==> src/rtl/bram_access_arbiter_if.sv <==
// rtl/bram_access_arbiter_if.sv - Wishbone slave window bundle for the BRAM access arbiter
//
// Groups the Wishbone slave signals (strobe/cycle/write, byte enables,
// byte address, write data, acknowledge, read data).
//   master : firmware side, drives the request fields, receives ack/data
//   slave  : arbiter side, receives the request fields, drives ack/data
interface bram_access_arbiter_if;
    logic        wbs_stb_i;
    logic        wbs_cyc_i;
    logic        wbs_we_i;
    logic [3:0]  wbs_sel_i;
    logic [31:0] wbs_adr_i;
    logic [31:0] wbs_dat_i;
    logic        wbs_ack_o;
    logic [31:0] wbs_dat_o;

    modport master (
        output wbs_stb_i, wbs_cyc_i, wbs_we_i, wbs_sel_i, wbs_adr_i, wbs_dat_i,
        input  wbs_ack_o, wbs_dat_o
    );

    modport slave (
        input  wbs_stb_i, wbs_cyc_i, wbs_we_i, wbs_sel_i, wbs_adr_i, wbs_dat_i,
        output wbs_ack_o, wbs_dat_o
    );
endinterface

==> src/rtl/bram_access_arbiter.sv <==
// rtl/bram_access_arbiter.sv - round-robin arbiter sharing a fixed-latency single-port BRAM
//
// Two requesters (Wishbone window at BASE and the local engine port) share
// one BRAM. Each access is latched on grant, the BRAM is held enabled for
// DELAYS cycles, read data is captured on the last HOLD cycle and returned
// with a one-cycle ack in RESP.
//   wb_clk_i, wb_rst_i   : clock, asynchronous active-high reset
//   wbs                  : Wishbone slave window (interface, slave modport)
//   eng_*                : engine request / acknowledge / data port
//   bram_en/we/a/di/do   : BRAM pins (word address, zero-extended)
//   busy                 : high while an access is in HOLD or RESP
module bram_access_arbiter #(
    parameter int         DELAYS = 10,
    parameter int         AW     = 22,
    parameter logic [7:0] BASE   = 8'h38
) (
    input  logic                  wb_clk_i,
    input  logic                  wb_rst_i,
    bram_access_arbiter_if.slave  wbs,
    input  logic                  eng_req,
    input  logic                  eng_we,
    input  logic [3:0]            eng_sel,
    input  logic [AW-1:0]         eng_addr,
    input  logic [31:0]           eng_wdata,
    output logic                  eng_ack,
    output logic [31:0]           eng_rdata,
    output logic                  bram_en,
    output logic [3:0]            bram_we,
    output logic [31:0]           bram_a,
    output logic [31:0]           bram_di,
    input  logic [31:0]           bram_do,
    output logic                  busy
);

    localparam int          CW       = $clog2(DELAYS + 1);
    localparam logic [CW-1:0] LAST_CNT = CW'(DELAYS - 1);

    typedef enum logic [1:0] {
        IDLE = 2'd0,
        HOLD = 2'd1,
        RESP = 2'd2
    } state_t;

    typedef enum logic {
        OWN_WB  = 1'b0,
        OWN_ENG = 1'b1
    } owner_t;

    state_t          state, state_d;
    owner_t          owner_q, last_grant;
    logic [CW-1:0]   cnt;
    logic            we_q;
    logic [3:0]      sel_q;
    logic [AW-1:0]   addr_q;
    logic [31:0]     wdata_q;
    logic [31:0]     rdata_q;

    logic            wb_req;
    logic            grant_wb;
    logic            grant_eng;

    // Low address bits and the window decode bits above the word field are
    // not part of the BRAM word address; fold them into a sink.
    logic            unused_adr;
    assign unused_adr = ^wbs.wbs_adr_i;

    assign wb_req = wbs.wbs_stb_i & wbs.wbs_cyc_i & (wbs.wbs_adr_i[31:24] == BASE);

    always_comb begin
        state_d   = state;
        grant_wb  = 1'b0;
        grant_eng = 1'b0;
        case (state)
            IDLE: begin
                if (wb_req && eng_req) begin
                    // Tie: the side that did not win last time goes first.
                    if (last_grant == OWN_WB) grant_eng = 1'b1;
                    else                      grant_wb  = 1'b1;
                end else if (wb_req) begin
                    grant_wb = 1'b1;
                end else if (eng_req) begin
                    grant_eng = 1'b1;
                end
                if (grant_wb || grant_eng) state_d = HOLD;
            end
            HOLD: begin
                if (cnt == LAST_CNT) state_d = RESP;
            end
            RESP: begin
                state_d = IDLE;
            end
            default: begin
                state_d = IDLE;
            end
        endcase
    end

    always_comb begin
        bram_en   = 1'b0;
        bram_we   = 4'h0;
        bram_a    = 32'h0;
        bram_di   = 32'h0;
        busy      = 1'b0;
        wbs.wbs_ack_o = 1'b0;
        wbs.wbs_dat_o = 32'h0;
        eng_ack   = 1'b0;
        eng_rdata = 32'h0;
        if (state == HOLD) begin
            bram_en = 1'b1;
            bram_we = we_q ? sel_q : 4'h0;
            bram_a  = {{(32-AW){1'b0}}, addr_q};
            bram_di = wdata_q;
            busy    = 1'b1;
        end
        if (state == RESP) begin
            busy = 1'b1;
            if (owner_q == OWN_WB) begin
                wbs.wbs_ack_o = 1'b1;
                wbs.wbs_dat_o = rdata_q;
            end else begin
                eng_ack   = 1'b1;
                eng_rdata = rdata_q;
            end
        end
    end

    always_ff @(posedge wb_clk_i or posedge wb_rst_i) begin
        if (wb_rst_i) begin
            state      <= IDLE;
            owner_q    <= OWN_WB;
            last_grant <= OWN_ENG;
            cnt        <= '0;
            we_q       <= 1'b0;
            sel_q      <= 4'h0;
            addr_q     <= '0;
            wdata_q    <= 32'h0;
            rdata_q    <= 32'h0;
        end else begin
            state <= state_d;
            if (grant_wb) begin
                owner_q    <= OWN_WB;
                last_grant <= OWN_WB;
                we_q       <= wbs.wbs_we_i;
                sel_q      <= wbs.wbs_sel_i;
                addr_q     <= wbs.wbs_adr_i[AW+1:2];
                wdata_q    <= wbs.wbs_dat_i;
                cnt        <= '0;
            end else if (grant_eng) begin
                owner_q    <= OWN_ENG;
                last_grant <= OWN_ENG;
                we_q       <= eng_we;
                sel_q      <= eng_sel;
                addr_q     <= eng_addr;
                wdata_q    <= eng_wdata;
                cnt        <= '0;
            end else if (state == HOLD) begin
                cnt <= cnt + CW'(1);
                if (cnt == LAST_CNT) rdata_q <= we_q ? 32'h0 : bram_do;
            end
        end
    end

endmodule

==> src/flat_wrapper.sv <==
// flat-port wrapper written by rule: the top's interface ports become plain ports
module bram_access_arbiter_flat 
#(
    parameter int         DELAYS = 10,
    parameter int         AW     = 22,
    parameter logic [7:0] BASE   = 8'h38
)
  (wb_clk_i, wb_rst_i, eng_req, eng_we, eng_sel, eng_addr, eng_wdata, eng_ack, eng_rdata, bram_en, bram_we, bram_a, bram_di, bram_do, busy, wbs_wbs_stb_i, wbs_wbs_cyc_i, wbs_wbs_we_i, wbs_wbs_sel_i, wbs_wbs_adr_i, wbs_wbs_dat_i, wbs_wbs_ack_o, wbs_wbs_dat_o);
  bram_access_arbiter_if wbs_i ();
  input  logic wb_clk_i;
  input  logic wb_rst_i;
  input  logic eng_req;
  input  logic eng_we;
  input  logic [3:0] eng_sel;
  input  logic [AW-1:0] eng_addr;
  input  logic [31:0] eng_wdata;
  output logic eng_ack;
  output logic [31:0] eng_rdata;
  output logic bram_en;
  output logic [3:0] bram_we;
  output logic [31:0] bram_a;
  output logic [31:0] bram_di;
  input  logic [31:0] bram_do;
  output logic busy;
  input wire logic [$bits(wbs_i.wbs_stb_i)-1:0] wbs_wbs_stb_i;
  input wire logic [$bits(wbs_i.wbs_cyc_i)-1:0] wbs_wbs_cyc_i;
  input wire logic [$bits(wbs_i.wbs_we_i)-1:0] wbs_wbs_we_i;
  input wire logic [$bits(wbs_i.wbs_sel_i)-1:0] wbs_wbs_sel_i;
  input wire logic [$bits(wbs_i.wbs_adr_i)-1:0] wbs_wbs_adr_i;
  input wire logic [$bits(wbs_i.wbs_dat_i)-1:0] wbs_wbs_dat_i;
  output wire logic [$bits(wbs_i.wbs_ack_o)-1:0] wbs_wbs_ack_o;
  output wire logic [$bits(wbs_i.wbs_dat_o)-1:0] wbs_wbs_dat_o;
  assign wbs_i.wbs_stb_i = wbs_wbs_stb_i;
  assign wbs_i.wbs_cyc_i = wbs_wbs_cyc_i;
  assign wbs_i.wbs_we_i = wbs_wbs_we_i;
  assign wbs_i.wbs_sel_i = wbs_wbs_sel_i;
  assign wbs_i.wbs_adr_i = wbs_wbs_adr_i;
  assign wbs_i.wbs_dat_i = wbs_wbs_dat_i;
  assign wbs_wbs_ack_o = wbs_i.wbs_ack_o;
  assign wbs_wbs_dat_o = wbs_i.wbs_dat_o;
  bram_access_arbiter #(.DELAYS(DELAYS), .AW(AW), .BASE(BASE)) u_core (.wb_clk_i(wb_clk_i), .wb_rst_i(wb_rst_i), .wbs(wbs_i), .eng_req(eng_req), .eng_we(eng_we), .eng_sel(eng_sel), .eng_addr(eng_addr), .eng_wdata(eng_wdata), .eng_ack(eng_ack), .eng_rdata(eng_rdata), .bram_en(bram_en), .bram_we(bram_we), .bram_a(bram_a), .bram_di(bram_di), .bram_do(bram_do), .busy(busy));
endmodule
==> config.mk <==
export PLATFORM = sky130hd
export DESIGN_NAME = bram_access_arbiter_flat
export DESIGN_NICKNAME = d
export VERILOG_FILES = /design/src/rtl/bram_access_arbiter_if.sv /design/src/rtl/bram_access_arbiter.sv /design/src/flat_wrapper.sv
export SDC_FILE = /design/constraint.sdc
export NUM_CORES = 1
export LEC_CHECK = 0
export CORE_ASPECT_RATIO = 0.6
export CORE_UTILIZATION = 44
export DETAILED_ROUTE_END_ITERATION = 10
export GPL_ROUTABILITY_DRIVEN = 0
export PLACE_DENSITY_LB_ADDON = 0.15
export SETUP_SLACK_MARGIN = 0.3
export SYNTH_ARGS = -nofsm -noshare
export SYNTH_HDL_FRONTEND = slang
export SYNTH_SLANG_ARGS = --single-unit
==> constraint.sdc <==
create_clock -name wb_clk_i -period 5.2 [get_ports wb_clk_i]
set_input_delay 1.04 -clock wb_clk_i [delete_from_list [all_inputs] [get_ports wb_clk_i]]
set_output_delay 1.04 -clock wb_clk_i [all_outputs]
set_load 0.03 [all_outputs]
==> flow_summary_export.csv <==
group,metric,value,unit
cells_and_area,drive_gt1_share,7.328,%
clock_network,htree_num_levels,3,
worst_hold_path,hold_depth,2,
outcome,status,"finished clean",
power,power_frac_comb,50.9,%
sta,min_period,3.806,ns
placed_design,place_ws,1.645,ns
worst_hold_path,hold_path_end,"u_core.addr_q[14]$_DFFE_PP0P_",
power,power.switching,1.579,mW
placed_design,numPlacedInstances,1044,
worst_setup_path,worstPathRequired,4.16,ns
logic_synthesis,synth-simple-area-share,22.32,%
clock_network,clk_pin_slew,0.06,ns
worst_setup_path,path_class,"reg2out",
sta,period_share,73.20,%
sta,worst_slew_pin_slew,1.244,ns
floorplan,ioPinCount,301,
worst_hold_path,hold_path.class,"reg2reg",
sta,rsz0062_at_grt,"false",
logic_synthesis,synth-compound-area-share,19.65,%
logic_synthesis,avgSynthCellArea,9.174,um^2
worst_setup_path,worstPathArrival,2.77,ns
sta,setup_tns,0,ns
logic_synthesis,synthArstFlopShare,100.0,%
sta,hold_viol_final,0,
floorplan,initial_core_util,45.40,%
logic_synthesis,yosysTopAreaCellShare,41.90,%
power,p_leak,3.798,nW
floorplan,rows,32,
power,total_power,3.903,mW
worst_setup_path,cp-startpoint,"u_core.state[1]$_DFFE_PP0P_",
floorplan,fp.dieH,91.34,um
worst_setup_path,r2r-end,"u_core.rdata_q[12]$_DFFE_PP0P_",
power,clkPwrFrac,17.9,%
logic_synthesis,synthMuxAreaShare,8.080,%
global_route,grt_pass1_vias,5869,
power,seqPwrFrac,31.2,%
placed_design,dpl.hpwl,12480,um
worst_setup_path,r2r-start,"u_core.state[1]$_DFFE_PP0P_",
worst_setup_path,rr_worst_depth,6,
sta,drv_slew,0,
placed_design,port_buffers,288,
floorplan,dieArea,13780,um^2
detailed_routing,vias,5720,
cells_and_area,synthToLayoutAreaGrowth,54.60,%
detailed_routing,first_pass_iters,7,
worst_setup_path,r2r_slack,2.20,ns
global_route,overflow,0,
global_route,track_usage,27.05,%
cells_and_area,antenna_cells,0,
logic_synthesis,syn_inst,638,
detailed_routing,drc,0,
logic_synthesis,synth_area_leaders,"dfrtp_1 42%, and2_1 9.3%, mux2_4 7.7%",
global_route,grt_pass1_wl,29410,um
worst_setup_path,critPathMaxFanout,67,
clock_network,clock_latency,0.34,ns
global_route,grt_max_degree,71,
power,p_int,2.324,mW
logic_synthesis,synth_area_leader_cell,"dfrtp_1",
global_route,antenna_found_initial,0,
worst_setup_path,end_kind,"output pin",
power,power_density,431.3,nW/um^2
logic_synthesis,ys.flop_type,"dfrtp_1",
detailed_routing,vias_per_cell,5.412,
sta,max_freq,262.7,MHz
logic_synthesis,yosys.area_share.xor_xnor,0.4489,%
detailed_routing,ant_nets,0,
floorplan,dieWidth,150.9,um
logic_synthesis,synthesis.area,5853,um^2
clock_network,cts_tree,"done",
sta,finalWorstSetupSlack,1.394,ns
logic_synthesis,ys_warn_count,0,
clock_network,cts_sinks,99,
clock_network,cts_root_buf,"clkbuf_16",
sta,slew_headroom,17.07,%
logic_synthesis,ys_types,34,
clock_network,ctsResizeCount,0,
floorplan,core_region_area,12890,um^2
cells_and_area,nets,1055,
worst_setup_path,start_kind,"flop",
logic_synthesis,synth_fa_ha_area_share,1.069,%
logic_synthesis,synth_top_family_by_area,"simple AND/OR/NAND/NOR gates",
detailed_routing,wl_per_cell,17.35,um
logic_synthesis,yosysSeqAreaShare,42.35,%
power,ir_drop,0.0002413,V
detailed_routing,wirelength,18340,um
detailed_routing,drt_iter0_drc,294,
power,swShare,40.46,%
worst_hold_path,hold_start,"u_core.addr_q[14]$_DFFE_PP0P_",
run,maxCapViolCount,0,
clock_network,post-cts-setup-buffer-count,0,
logic_synthesis,synth-seq-cells,99,
clock_network,cts_hold_buf,0,
clock_network,clk_path_buf_depth,2,
logic_synthesis,synth_edf_count,0,
sta,setup_violations,0,
sta,finalClockSkew,0.007864,ns
cells_and_area,final_cells,1057,
clock_network,cts_buffers,9,
[power by group through the flow]
stage               Combinational (mW)  Clock (mW)  Sequential, mW
finish                            1.99       0.698            1.22
global route                      2.14       0.746            1.26
CTS                               2.00       0.715            1.22
detailed placement                1.99           0            1.23
global placement                  1.96           0            1.21
floorplan                         1.28           0            1.18
[critical path: stages (launching register included)]
cell and delay (ns):
dfrtp_1 0.39, inv_1 0.11, ha_2 0.93, and3_1 0.31
clkdlybuf4s50_1 0.68
[cells in the final DEF, fill, tap and decap left out, types with 5 or more instances in the layout]
cell	instances
o21ai_0	62
and2_1	87
nor2b_1	29
buf_4	9
clkdlybuf4s50_1	288
and3_1	36
conb_1	10
nor2_1	64
and2b_1	5
a21oi_1	63
o31ai_1	59
clkbuf_16	9
mux2_4	30
dfrtp_1	98
[registers in the layout (all words and copies together), names as in the netlist]
signal             count
u_core.state           2
u_core.we_q            1
u_core.owner_q         1
u_core.sel_q           4
u_core.cnt             4
u_core.wdata_q        32
u_core.addr_q         22
u_core.rdata_q        32
u_core.last_grant      1
[cells in the mapped netlist (2+ instances only)]
cell,instances
clkbuf_1,47
xor2_1,2
and4bb_4,2
o31ai_1,59
inv_1,6
nor2b_1,29
and2_1,87
buf_1,4
dfrtp_1,98
and2b_1,5
ha_1,5
nor2_1,64
buf_2,6
mux2_4,30
mux2_2,2
a21oi_1,63
buf_6,3
buf_4,10
o21ai_0,62
o21a_1,2
nand2_1,3
and3_1,36
nand4_1,2
[cell type report]
type	count	area (um^2)
timing repair buffer	297	2950
clock inverter	3	65.06
tap	170	212.7
fill	978	3844
clock buffer	10	239.0
multi-input combinational	472	3078
sequential	99	2479
inverter	6	25.02
[how the worst max path moves through the flow]
stage | endpoint | cells past startpoint
floorplan | u_core.addr_q[0]$_DFFE_PP0P_ | 1
global placement | u_core.wdata_q[19]$_DFFE_PP0P_ | 5
detailed placement | u_core.addr_q[11]$_DFFE_PP0P_ | 5
CTS | bram_we[0] | 4
global route | bram_we[0] | 4
finish | bram_we[0] | 4
[per-stage QoR]
stage / utilization [%] / area [um^2] / hold WS (ns)
6_report: 70.19 / 9049 / 0.5003
3_5_place_dp: 67.83 / 8745 / 0.4927
3_3_place_gp: 67.83 / 8745 / 0.4814
4_1_cts: 70.19 / 9049 / 0.5033
5_1_grt: 70.19 / 9049 / 0.5165
2_1_floorplan: - / 5887 / 0.4682
[routing by layer]
layer  global-route usage [%]  part of all wire, %  vias to the layer above
li1                         -                    -                     2667
met1                    34.69                   43                     2788
met2                    45.64                   49                      248
met3                    6.784                  7.7                       17
met4                    6.250                  1.0                        0
met5                        0                    0                        -
[cells by family (layout without fill, tap and decap cells)]
logic type	after synthesis	in the layout
other	1	10
adder cells (fa/ha/maj)	5	5
AND/OR/NAND/NOR	231	231
buffers and inverters	76	316
multiplexers	32	32
XOR/XNOR	3	3
AO/OA/AOI/OAI	191	191
flip-flops	99	99
No activity file was read; power rests on OpenSTA's default activity.
